<file path="src/rtl/gcd_pkg.sv">
// Shared types and constants for the GCD controller.
package gcd_pkg;

    // Controller states.
    typedef enum logic [1:0] {
        IDLE = 2'd0,
        CALC = 2'd1,
        DONE = 2'd2,
        ERR  = 2'd3
    } state_t;

    // Default limit on subtract steps before a job is aborted.
    localparam int DEFAULT_MAX_ITER = 1024;

    // Width of a counter that must represent 0..max_iter inclusive.
    function automatic int cnt_width(input int max_iter);
        return $clog2(max_iter + 1);
    endfunction

endpackage

</file>
<file path="src/rtl/gcd_controller.sv">
// Control FSM for the subtractive GCD datapath: accepts an operand pair,
// sequences load/subtract/store strobes from the datapath status, and
// reports the result (or an abort) over an output handshake.
module gcd_controller
    import gcd_pkg::*;
#(
    parameter int N        = 32,
    parameter int MAX_ITER = DEFAULT_MAX_ITER
) (
    input  logic                              clk,
    input  logic                              rst,
    input  logic [N-1:0]                      A_in,
    input  logic [N-1:0]                      B_in,
    input  logic                              in_valid,
    output logic                              in_ready,
    input  logic                              a_eq_b,
    input  logic                              a_gt_b,
    output logic                              sel_A,
    output logic                              sel_B,
    output logic                              wr_A,
    output logic                              wr_B,
    output logic                              wr_res,
    output logic                              out_valid,
    output logic                              out_err,
    input  logic                              out_ready,
    output logic                              busy,
    output logic [cnt_width(MAX_ITER)-1:0]    iter_cnt
);

    localparam int CW = cnt_width(MAX_ITER);
    localparam logic [CW-1:0] ITER_LIMIT = CW'(MAX_ITER);

    state_t          state_reg;
    state_t          state_next;
    logic [CW-1:0]   iter_cnt_reg;
    logic [CW-1:0]   iter_cnt_next;
    logic            operand_zero;

    assign operand_zero = (A_in == '0) || (B_in == '0);
    assign iter_cnt     = iter_cnt_reg;

    // State and iteration counter registers.
    always_ff @(posedge clk) begin
        if (rst) begin
            state_reg    <= IDLE;
            iter_cnt_reg <= '0;
        end else begin
            state_reg    <= state_next;
            iter_cnt_reg <= iter_cnt_next;
        end
    end

    // Next-state, counter update and Mealy/Moore strobe decode.
    always_comb begin
        state_next    = state_reg;
        iter_cnt_next = iter_cnt_reg;
        in_ready      = 1'b0;
        sel_A         = 1'b0;
        sel_B         = 1'b0;
        wr_A          = 1'b0;
        wr_B          = 1'b0;
        wr_res        = 1'b0;
        out_valid     = 1'b0;
        out_err       = 1'b0;
        busy          = 1'b0;

        case (state_reg)
            IDLE: begin
                in_ready = 1'b1;
                if (in_valid) begin
                    // Every accept starts a new job, so the step count restarts.
                    iter_cnt_next = '0;
                    if (operand_zero) begin
                        state_next = ERR;
                    end else begin
                        // Load both operand registers in the accept cycle.
                        wr_A       = 1'b1;
                        wr_B       = 1'b1;
                        state_next = CALC;
                    end
                end
            end

            CALC: begin
                busy = 1'b1;
                if (a_eq_b) begin
                    wr_res     = 1'b1;
                    state_next = DONE;
                end else if (iter_cnt_reg == ITER_LIMIT) begin
                    // Step budget exhausted: abort without touching the datapath.
                    state_next = ERR;
                end else if (a_gt_b) begin
                    wr_A          = 1'b1;
                    sel_A         = 1'b1;
                    iter_cnt_next = iter_cnt_reg + CW'(1);
                end else begin
                    wr_B          = 1'b1;
                    sel_B         = 1'b1;
                    iter_cnt_next = iter_cnt_reg + CW'(1);
                end
            end

            DONE: begin
                out_valid = 1'b1;
                if (out_ready) begin
                    state_next = IDLE;
                end
            end

            ERR: begin
                out_valid = 1'b1;
                out_err   = 1'b1;
                if (out_ready) begin
                    state_next = IDLE;
                end
            end

            default: begin
                state_next = IDLE;
            end
        endcase
    end

endmodule

</file>
<file path="config.mk">
export PLATFORM = sky130hd
export DESIGN_NAME = gcd_controller
export DESIGN_NICKNAME = d
export VERILOG_FILES = /design/src/rtl/gcd_pkg.sv /design/src/rtl/gcd_controller.sv
export SDC_FILE = /design/constraint.sdc
export NUM_CORES = 1
export LEC_CHECK = 0
export BUFFER_PORTS_ARGS = -buffer_cell sky130_fd_sc_hd__buf_2
export CORE_MARGIN = 2
export CORE_UTILIZATION = 25
export CTS_CLUSTER_SIZE = 12
export DETAILED_ROUTE_END_ITERATION = 16
export PLACE_DENSITY = 0.57
export RECOVER_POWER = 50
export SETUP_SLACK_MARGIN = 0.15
export SLEW_MARGIN = 0
export SYNTH_ARGS = -nofsm -noshare
export SYNTH_HDL_FRONTEND = slang
export SYNTH_SLANG_ARGS = --single-unit
export TNS_END_PERCENT = 10
</file>
<file path="constraint.sdc">
create_clock -name clk -period 3.4 [get_ports clk]
set_input_delay 0.51 -clock clk [delete_from_list [all_inputs] [get_ports clk]]
set_output_delay 0.51 -clock clk [all_outputs]
set_load 0.02 [all_outputs]
</file>
Word-level counts from Yosys, hierarchy flattened

Index checks and enable logic that the tools add are counted.

Bits in registers: 13
Bits of input ports: 70
Logic and storage cells: 48

$add $sub $neg: 1
Equality and inequality tests: 9
Mux-type cells: 28
Reductions and logical operators: 8

Operators with widths:

| kind                                                  | number |
|---|---|
| logical NOT 32 bit                                    | 2 |
| two-way mux 11 bit                                    | 3 |
| one-hot mux 11 bit (2 select lines)                   | 1 |
| two-way mux 1 bit                                     | 16 |
| adder 11 x 1 -> 11 bit, second input constant         | 1 |
| == test 11 bit, second input constant                 | 1 |
| two-way mux 2 bit                                     | 5 |
| inequality test 2 bit, second input constant          | 3 |
| one-hot mux 2 bit (3 select lines)                    | 1 |
| == test 2 bit, second input constant                  | 2 |
| one-hot mux 1 bit (2 select lines)                    | 2 |
| AND reduction 4 bit                                   | 1 |
| inequality test 3 bit, second input constant          | 1 |
| AND reduction 3 bit                                   | 1 |
| == test 2 x 1 -> 1 bit, second input constant         | 1 |
| logical NOT 2 bit                                     | 1 |
| inequality test 2 x 1 -> 1 bit, second input constant | 1 |
| nonzero test 2 bit                                    | 1 |
| OR reduction 2 bit                                    | 1 |
| logical OR 1 bit                                      | 1 |

Longest topological paths before layout

Gate-level depths: netlist of the first run.

Depth in word-level cells: 5
Depth in mapped cells: 7
Mapped depth without buffers: 6

Least setup slack after synthesis of the first run

No wires, ideal clock.

Path type: register to output
Start: reg iter_cnt_reg[0] (netlist: iter_cnt[0])
End: out wr_A
Arrival: 2.014 ns
Path slack: 0.876 ns
Cell stages (with the launch flop): 7
Buffers on the path: 0
Cells stage by stage: dfxtp_1 > inv_1 > ha_1 > or4b_4 > o31a_1 > and2_1 > o21bai_1

Cells in the longest elaborated chain, start to end: 4

Ends and longest elaborated chain:

| what                               | RTL line             | source |
|---|---|---|
| start: declaration                 | gcd_controller.sv:35 | `logic [CW-1:0] iter_cnt_reg;` |
| start signal: assignment           | gcd_controller.sv:49 | `iter_cnt_reg <= iter_cnt_next;` |
| == test 11 bit                     | gcd_controller.sv:89 | `end else if (iter_cnt_reg == ITER_LIMIT) begin` |
| two-way mux 1 bit                  | gcd_controller.sv:89 |  |
| two-way mux 1 bit                  | gcd_controller.sv:86 | `if (a_eq_b) begin` |
| one-hot mux 1 bit (2 select lines) | gcd_controller.sv:67 | `case (state_reg)` |
| end: declaration                   | gcd_controller.sv:20 | `output logic wr_A,` |

Every way passes these cells.

Worst setup path after layout of the first run

Ends and elaborated chain as after synthesis.

==> flow_summary_export.csv, run 1 <==
group,metric,value,unit
run_status,status,"complete, no violations",
routing,remaining_drc_errors,0,
timing,final.min_clock_period,2.76,ns
setup_path,worst_r2r_path_cells,5,
logic_synthesis,postSynth.topFlopCell,"sky130_fd_sc_hd__dfxtp_1",
global_routing,antenna_violations_before_repair,0,
global_routing,grt_pass1_vias,1217,
setup_path,crit_path_end,"wr_A",
die,initial_core_util,0.261,
logic_synthesis,post-synth-top-area-cell,"sky130_fd_sc_hd__dfxtp_1",
cells_and_area,num_antenna_cells,0,
power_and_ir_drop,pleak,0.625,nW
power_and_ir_drop,switching_share,0.283,
placement,gp_routability_congestion,0.827,
setup_path,timing_worst_setup_path_type,"reg2out",
power_and_ir_drop,clockPowerShare,0.347,
clocking,worstSkewPairLatency,0.24,ns
die,io_pins,90,
setup_path,crit_path_max_fanout,7,
routing,wl,3430,um
routing,detailroute.wirelength.met2,1650,um
power_and_ir_drop,p_comb_frac,0.250,
placement,dp_cells,252,
clocking,cts-root-buf,"sky130_fd_sc_hd__clkbuf_8",
timing,timing_max_transition_violations_final,0,
timing,timing.final.setup_violations,0,
timing,hold_viol_final,0,
clocking,clk_slew_on_worst_s_h_paths,0.06,ns
routing,detail_route.first_pass.iterations,4,
logic_synthesis,postSynthNetCount,191,
timing,setup_repair_after_global_routing_missed_its_margin,"false",
global_routing,globalRouteTotalUtil,0.168,
die,dieWidth,65.9,um
power_and_ir_drop,power.switching,113,uW
global_routing,grt-ovfl-total,0,
setup_path,worst_setup_path_start_kind,"flip-flop",
logic_synthesis,synth-warning-count,0,
hold_path,timing.hold.worst.class,"reg2reg",
clocking,cts-htree-levels,1,
timing,fin_worst_skew,0.000713,ns
routing,m1WireLength,1670,um
die,fp.dieH,65.9,um
cells_and_area,number_of_flip_flops_in_the_largest_register,11,
routing,top_layer,"met4",
setup_path,worst-endpoint-arrival,2.25,ns
run,max-cap-violations,0,
clocking,postCtsSetupRepairBufs,0,
timing,min_period_over_period,0.813,
logic_synthesis,synth_cell_types,38,
placement,place_hpwl,2890,um
logic_synthesis,postSynthRegisterBits,13,
timing,setup_total_negative_slack,0,ns
power_and_ir_drop,power-per-cell-area,272,mW/mm2
timing,worst_slew_pin_slew,0.728,ns
clocking,cts.sinks,13,
setup_path,timing.critical_path.from,"iter_cnt[0]",
clocking,postCtsResizedCells,0,
cells_and_area,final.fill_count,394,
routing,routed-wl-met3,85,um
routing,wl_per_cell,13.4,um
routing,drt_iter0_markers,28,
cells_and_area,finalNonFillerCells,256,
clocking,ctsHoldBuffers,0,
logic_synthesis,syn-mean-instance-area,8.04,um2
routing,drtAntennaViolNets,0,
logic_synthesis,netlist_area,957,um2
logic_synthesis,synth_enable_flop_cells,0,
setup_path,rrSetupSlack,1.33,ns
power_and_ir_drop,power.internal,286,uW
logic_synthesis,top_count_cell_post_synth,"sky130_fd_sc_hd__nor4_1",
cells_and_area,layout-area-overhead-vs-synth,53.1,%
clocking,cts_max_path_buffers,2,
power_and_ir_drop,vdd_drop_max,0.0909,mV
cells_and_area,final-seq-area,260,um2
logic_synthesis,yosysSeqAreaShare,0.272,
logic_synthesis,most_numerous_cell_types_in_the_synthesized_netlist,"sky130_fd_sc_hd__nor4_1, sky130_fd_sc_hd__dfxtp_1, sky130_fd_sc_hd__nand2_1, sky130_fd_sc_hd__nand3_1",
global_routing,grt_max_degree,12,
clocking,tritoncts,"built",
power_and_ir_drop,sequentialPowerShare,0.403,
global_routing,grt_pass1_wl,5670,um
routing,route.detailed.vias_per_inst,4.81,
setup_path,worst-endpoint-required,2.89,ns
setup_path,crit-reg2reg-launch,"iter_cnt[0]",
die,core,0.00366,mm2
clocking,cts_inserted_buffers,3,
logic_synthesis,postSynth.asyncResetShare,0,
routing,dr_total_vias,1232,
cells_and_area,multi_input_area,662,um2
setup_path,worst_r2r_endpoint,"iter_cnt[5]",
cells_and_area,finalNetCount,281,
die,rows,22,
die,fp.dieArea,0.00434,mm2
timing,highest_achievable_clock_rate,0.362,GHz
logic_synthesis,synth_top_area_frac,0.272,
timing,maxSlewHeadroom,0.513,
setup_path,timing.critical_path.to_type,"primary output",
logic_synthesis,synthesis.instances,119,
placement,io_buffer_count,89,
cells_and_area,layout-drive-gt1-share,0.409,
logic_synthesis,synth.area.top_cells,"sky130_fd_sc_hd__dfxtp_1, sky130_fd_sc_hd__nor4_1, sky130_fd_sc_hd__nand3_1",
[worst min-delay path by stage]
stage	start	to	slack [ns]	cells past startpoint
final	iter_cnt[8]	iter_cnt[8]	0.53	1
after global routing	rst	iter_cnt[1]	0.56	2
after CTS	iter_cnt[3]	iter_cnt[3]	0.53	1
after detailed placement	iter_cnt[6]	iter_cnt[6]	0.51	1
after global placement	iter_cnt[3]	iter_cnt[3]	0.52	1
after floorplan	iter_cnt[6]	iter_cnt[6]	0.56	1
[cells by family after synthesis]
| logic type | count (synthesis) | synth area share |
|---|---|---|
| AND/OR/NAND/NOR | 67 | 0.413 |
| multiplexers | 1 | 0.0105 |
| flip-flops | 13 | 0.272 |
| adder cells (fa/ha/maj) | 2 | 0.0261 |
| buffers and inverters | 7 | 0.0366 |
| AO/OA/AOI/OAI | 29 | 0.242 |
[critical path, stage by stage, from the launching register on]
cell,delay (ns)
sky130_fd_sc_hd__dfxtp_1,0.37
sky130_fd_sc_hd__inv_1,0.12
sky130_fd_sc_hd__ha_1,0.14
sky130_fd_sc_hd__or4b_4,0.49
sky130_fd_sc_hd__o31a_1,0.38
sky130_fd_sc_hd__and2_1,0.20
sky130_fd_sc_hd__o21bai_1,0.15
sky130_fd_sc_hd__buf_2,0.16
[power groups by stage]
| stage | registers [mW] | clock network [mW] | logic (mW) |
|---|---|---|---|
| final | 0.161 | 0.139 | 0.0998 |
| after global routing | 0.162 | 0.155 | 0.109 |
| after floorplan | 0.160 | 0 | 0.0484 |
| after detailed placement | 0.164 | 0 | 0.101 |
| after CTS | 0.161 | 0.145 | 0.101 |
| after global placement | 0.164 | 0 | 0.101 |
[layer usage]
layer,up-vias,track usage
li1,654,-
met1,560,0.219
met2,16,0.282
met3,2,0.0239
met4,0,0.0573
met5,-,0
[layout make-up]
cell class              instances  share of cell area
well taps                      48              0.0410
repair buffers                 89               0.291
inverters                       3             0.00769
clock buffers                   4              0.0307
multi-input cells              99               0.452
flip-flops and latches         13               0.178
[cell usage in the layout, fill, tap and decap left out, types with 2 or more instances in the layout]
cell	n
sky130_fd_sc_hd__clkbuf_1	16
sky130_fd_sc_hd__or4b_4	2
sky130_fd_sc_hd__o31a_1	3
sky130_fd_sc_hd__nand2_1	10
sky130_fd_sc_hd__a21oi_1	6
sky130_fd_sc_hd__nor2_1	6
sky130_fd_sc_hd__or2_2	2
sky130_fd_sc_hd__inv_1	3
sky130_fd_sc_hd__or3_1	2
sky130_fd_sc_hd__and3_1	2
sky130_fd_sc_hd__o22ai_1	2
sky130_fd_sc_hd__dfxtp_1	13
sky130_fd_sc_hd__nand3_1	8
sky130_fd_sc_hd__nor4_1	18
sky130_fd_sc_hd__ha_1	2
sky130_fd_sc_hd__and2_1	3
sky130_fd_sc_hd__clkbuf_8	3
sky130_fd_sc_hd__o21ai_0	2
sky130_fd_sc_hd__nor3b_1	2
sky130_fd_sc_hd__nand4_1	6
sky130_fd_sc_hd__nand2b_1	2
sky130_fd_sc_hd__buf_2	74
sky130_fd_sc_hd__a41oi_1	2
sky130_fd_sc_hd__a31oi_1	5
[stage by stage]
stage	util	power, mW	instance area (um2)	hold slack [ns]	setup slack [ns]
after floorplan	-	0.209	957	0.562	0.876
after global placement	0.393	0.265	1440	0.515	0.947
after detailed placement	0.393	0.265	1440	0.512	0.912
after CTS	0.405	0.407	1480	0.526	0.627
after global routing	0.400	0.426	1470	0.560	0.509
final	0.400	0.399	1470	0.528	0.637
Power figures use the tool's default switching activity.
==> inputs of run 2 (changes only) <==
Settings changed: PLACE_DENSITY 0.57 to 0.6.
Clock period 3.4 ns to 2.32 ns, I/O delays scaled along.
==> run 2 against run 1 <==
Clock power increased by 52%. Combinational power grew 62%. Total power increased by 52%. Global-route usage rose by 1.2 points. Largest cell class unchanged. Critical path depth decreased by 2. Wire length rose by 3.9%. Setup slack lost 0.61 ns.
==> flow_summary_export.csv, run 2 (synthesis gave the netlist of run 1 again) <==
group,metric,value,unit
run_status,status,"complete, no violations",
timing,final.min_clock_period,2.29,ns
timing,worst_slew_pin_slew,0.457,ns
routing,dr_total_vias,1290,
power_and_ir_drop,pleak,0.687,nW
timing,setup_repair_after_global_routing_missed_its_margin,"true",
setup_path,crit_path_top_delay_cell,"sky130_fd_sc_hd__or4b_4",
routing,drtAntennaViolNets,0,
die,core,0.00366,mm2
cells_and_area,finalNetCount,290,
setup_path,worst_setup_path_start_kind,"flip-flop",
power_and_ir_drop,report.power.total,606,uW
cells_and_area,fin_util,0.428,
setup_path,critical_path.max_stage_delay,0.57,ns
setup_path,worst-endpoint-arrival,1.94,ns
global_routing,grt_pass1_wl,6160,um
cells_and_area,num_antenna_cells,0,
die,rows,22,
clocking,worstSkewPairLatency,0.25,ns
global_routing,antenna_violations_before_repair,0,
setup_path,path_buf_inv,1,
routing,wl,3560,um
timing,setup_total_negative_slack,0,ns
timing,highest_achievable_clock_rate,0.437,GHz
clocking,cts.sinks,13,
setup_path,timing_worst_setup_path_type,"reg2out",
routing,route.detailed.vias_per_inst,4.87,
setup_path,crit_path_max_fanout,6,
timing,fin_worst_skew,0.00655,ns
setup_path,path_cells,"or4b_4 > o31a_1 > and2_4 > o21bai_4 > buf_6",
routing,wl_per_cell,13.4,um
cells_and_area,layout.cells.most_common_list,"sky130_fd_sc_hd__buf_2, sky130_fd_sc_hd__nor4_1, sky130_fd_sc_hd__clkbuf_1",
global_routing,grt-ovfl-total,0,
global_routing,grt_max_degree,12,
hold_path,timing.hold.worst.class,"in2reg",
run,max-cap-violations,0,
clocking,cts_max_path_buffers,2,
placement,gp_routability_congestion,0.834,
setup_path,timing.critical_path.to_type,"primary output",
routing,detail_route.first_pass.iterations,4,
setup_path,worst-endpoint-required,1.97,ns
cells_and_area,number_of_flip_flops_in_the_largest_register,11,
clocking,cts-root-buf,"sky130_fd_sc_hd__clkbuf_8",
timing,timing.final.setup_violations,0,
routing,remaining_drc_errors,0,
timing,timing_max_transition_violations_final,0,
routing,drt_iter0_markers,45,
die,io_pins,90,
clocking,cts_inserted_buffers,3,
clocking,clk_slew_on_worst_s_h_paths,0.06,ns
cells_and_area,leading_cell_type_in_the_layout_fill_and_taps_excluded,"sky130_fd_sc_hd__buf_2",
timing,min_period_over_period,0.987,
die,dieWidth,65.9,um
timing,hold_viol_final,0,
setup_path,crit_family,"simple AND/OR/NAND/NOR gates",
cells_and_area,layout-area-overhead-vs-synth,63.5,%
die,fp.dieH,65.9,um
cells_and_area,layout-drive-gt1-share,0.479,
timing,maxSlewHeadroom,0.695,
power_and_ir_drop,vdd_drop_max,0.121,mV
global_routing,globalRouteTotalUtil,0.180,
placement,io_buffer_count,89,
clocking,cts-htree-levels,1,
clocking,tritoncts,"built",
die,fp.dieArea,0.00434,mm2
power_and_ir_drop,power-per-cell-area,387,mW/mm2
die,initial_core_util,0.261,
global_routing,grt_pass1_vias,1324,
placement,place_hpwl,2980,um
run 2: cell count changes in the layout (fill, tap and decap cells not counted), moves of 2 or more:
cell and delta:
sky130_fd_sc_hd__and2_1 -2, sky130_fd_sc_hd__buf_4 +10, sky130_fd_sc_hd__clkbuf_1 -2, sky130_fd_sc_hd__dfxtp_1 -3, sky130_fd_sc_hd__dfxtp_2 +2, sky130_fd_sc_hd__inv_1 -2
sky130_fd_sc_hd__inv_2 +2
run 2: layout make-up:
cell class,count,area [um2]
fill,393,2100
tap,48,60.1
sequential,13,267
multi-input combinational,99,677
inverter,3,11.3
timing repair buffer,98,505
clock buffer,4,45.0
run 2: power by group:
part           internal, mW  switching, mW  total [mW]
Combinational        0.0828         0.0788       0.162
Sequential            0.226        0.00743       0.233
Clock                 0.122         0.0898       0.211
run 2: worst paths after layout:
check	startpoint	endpoint	slack (ns)	cells after the start
setup reg to reg	iter_cnt[1]	iter_cnt[5]	0.28	6
hold / removal	rst	iter_cnt[0]	0.37	2
hold reg to reg	iter_cnt[0]	iter_cnt[0]	0.51	3
setup / recovery	iter_cnt[3]	wr_A	0.03	5
run 2: repair_timing:
item | in CTS | in global routing
endpoints found under the setup margin | 3 | 5
setup buffers | 2 | 0
pin swaps | 2 | 2
gates cloned | 0 | 0
resized for setup | 5 | 3
hold buffers | 0 | 0
run 2: through the flow:
step | setup WS, ns | hold slack [ns] | cell area (um2) | instances
floorplan | 0.183 | 0.410 | 973 | 119
global placement | 0.215 | 0.496 | 1510 | 259
detailed placement | 0.202 | 0.500 | 1510 | 259
CTS | 0.00707 | 0.376 | 1580 | 265
global route | -0.0261 | 0.380 | 1570 | 265
finish | 0.0304 | 0.370 | 1570 | 265
run 2: per-layer routing:
metal	wire length (um)	track usage	share of wire	vias to the layer above
li1	-	-	-	675
met1	1660	0.243	0.47	591
met2	1740	0.304	0.49	19
met3	110	0.0204	0.031	5
met4	47	0.0469	0.013	0
met5	0	0	0	-
run 2: worst reg2reg max path, cell delays in order (launching register included):
cell and delay [ns]:
sky130_fd_sc_hd__dfxtp_4 0.35, sky130_fd_sc_hd__inv_2 0.05, sky130_fd_sc_hd__ha_1 0.12, sky130_fd_sc_hd__or4b_4 0.46, sky130_fd_sc_hd__buf_4 0.16, sky130_fd_sc_hd__o311a_2 0.47
sky130_fd_sc_hd__a221o_1 0.34
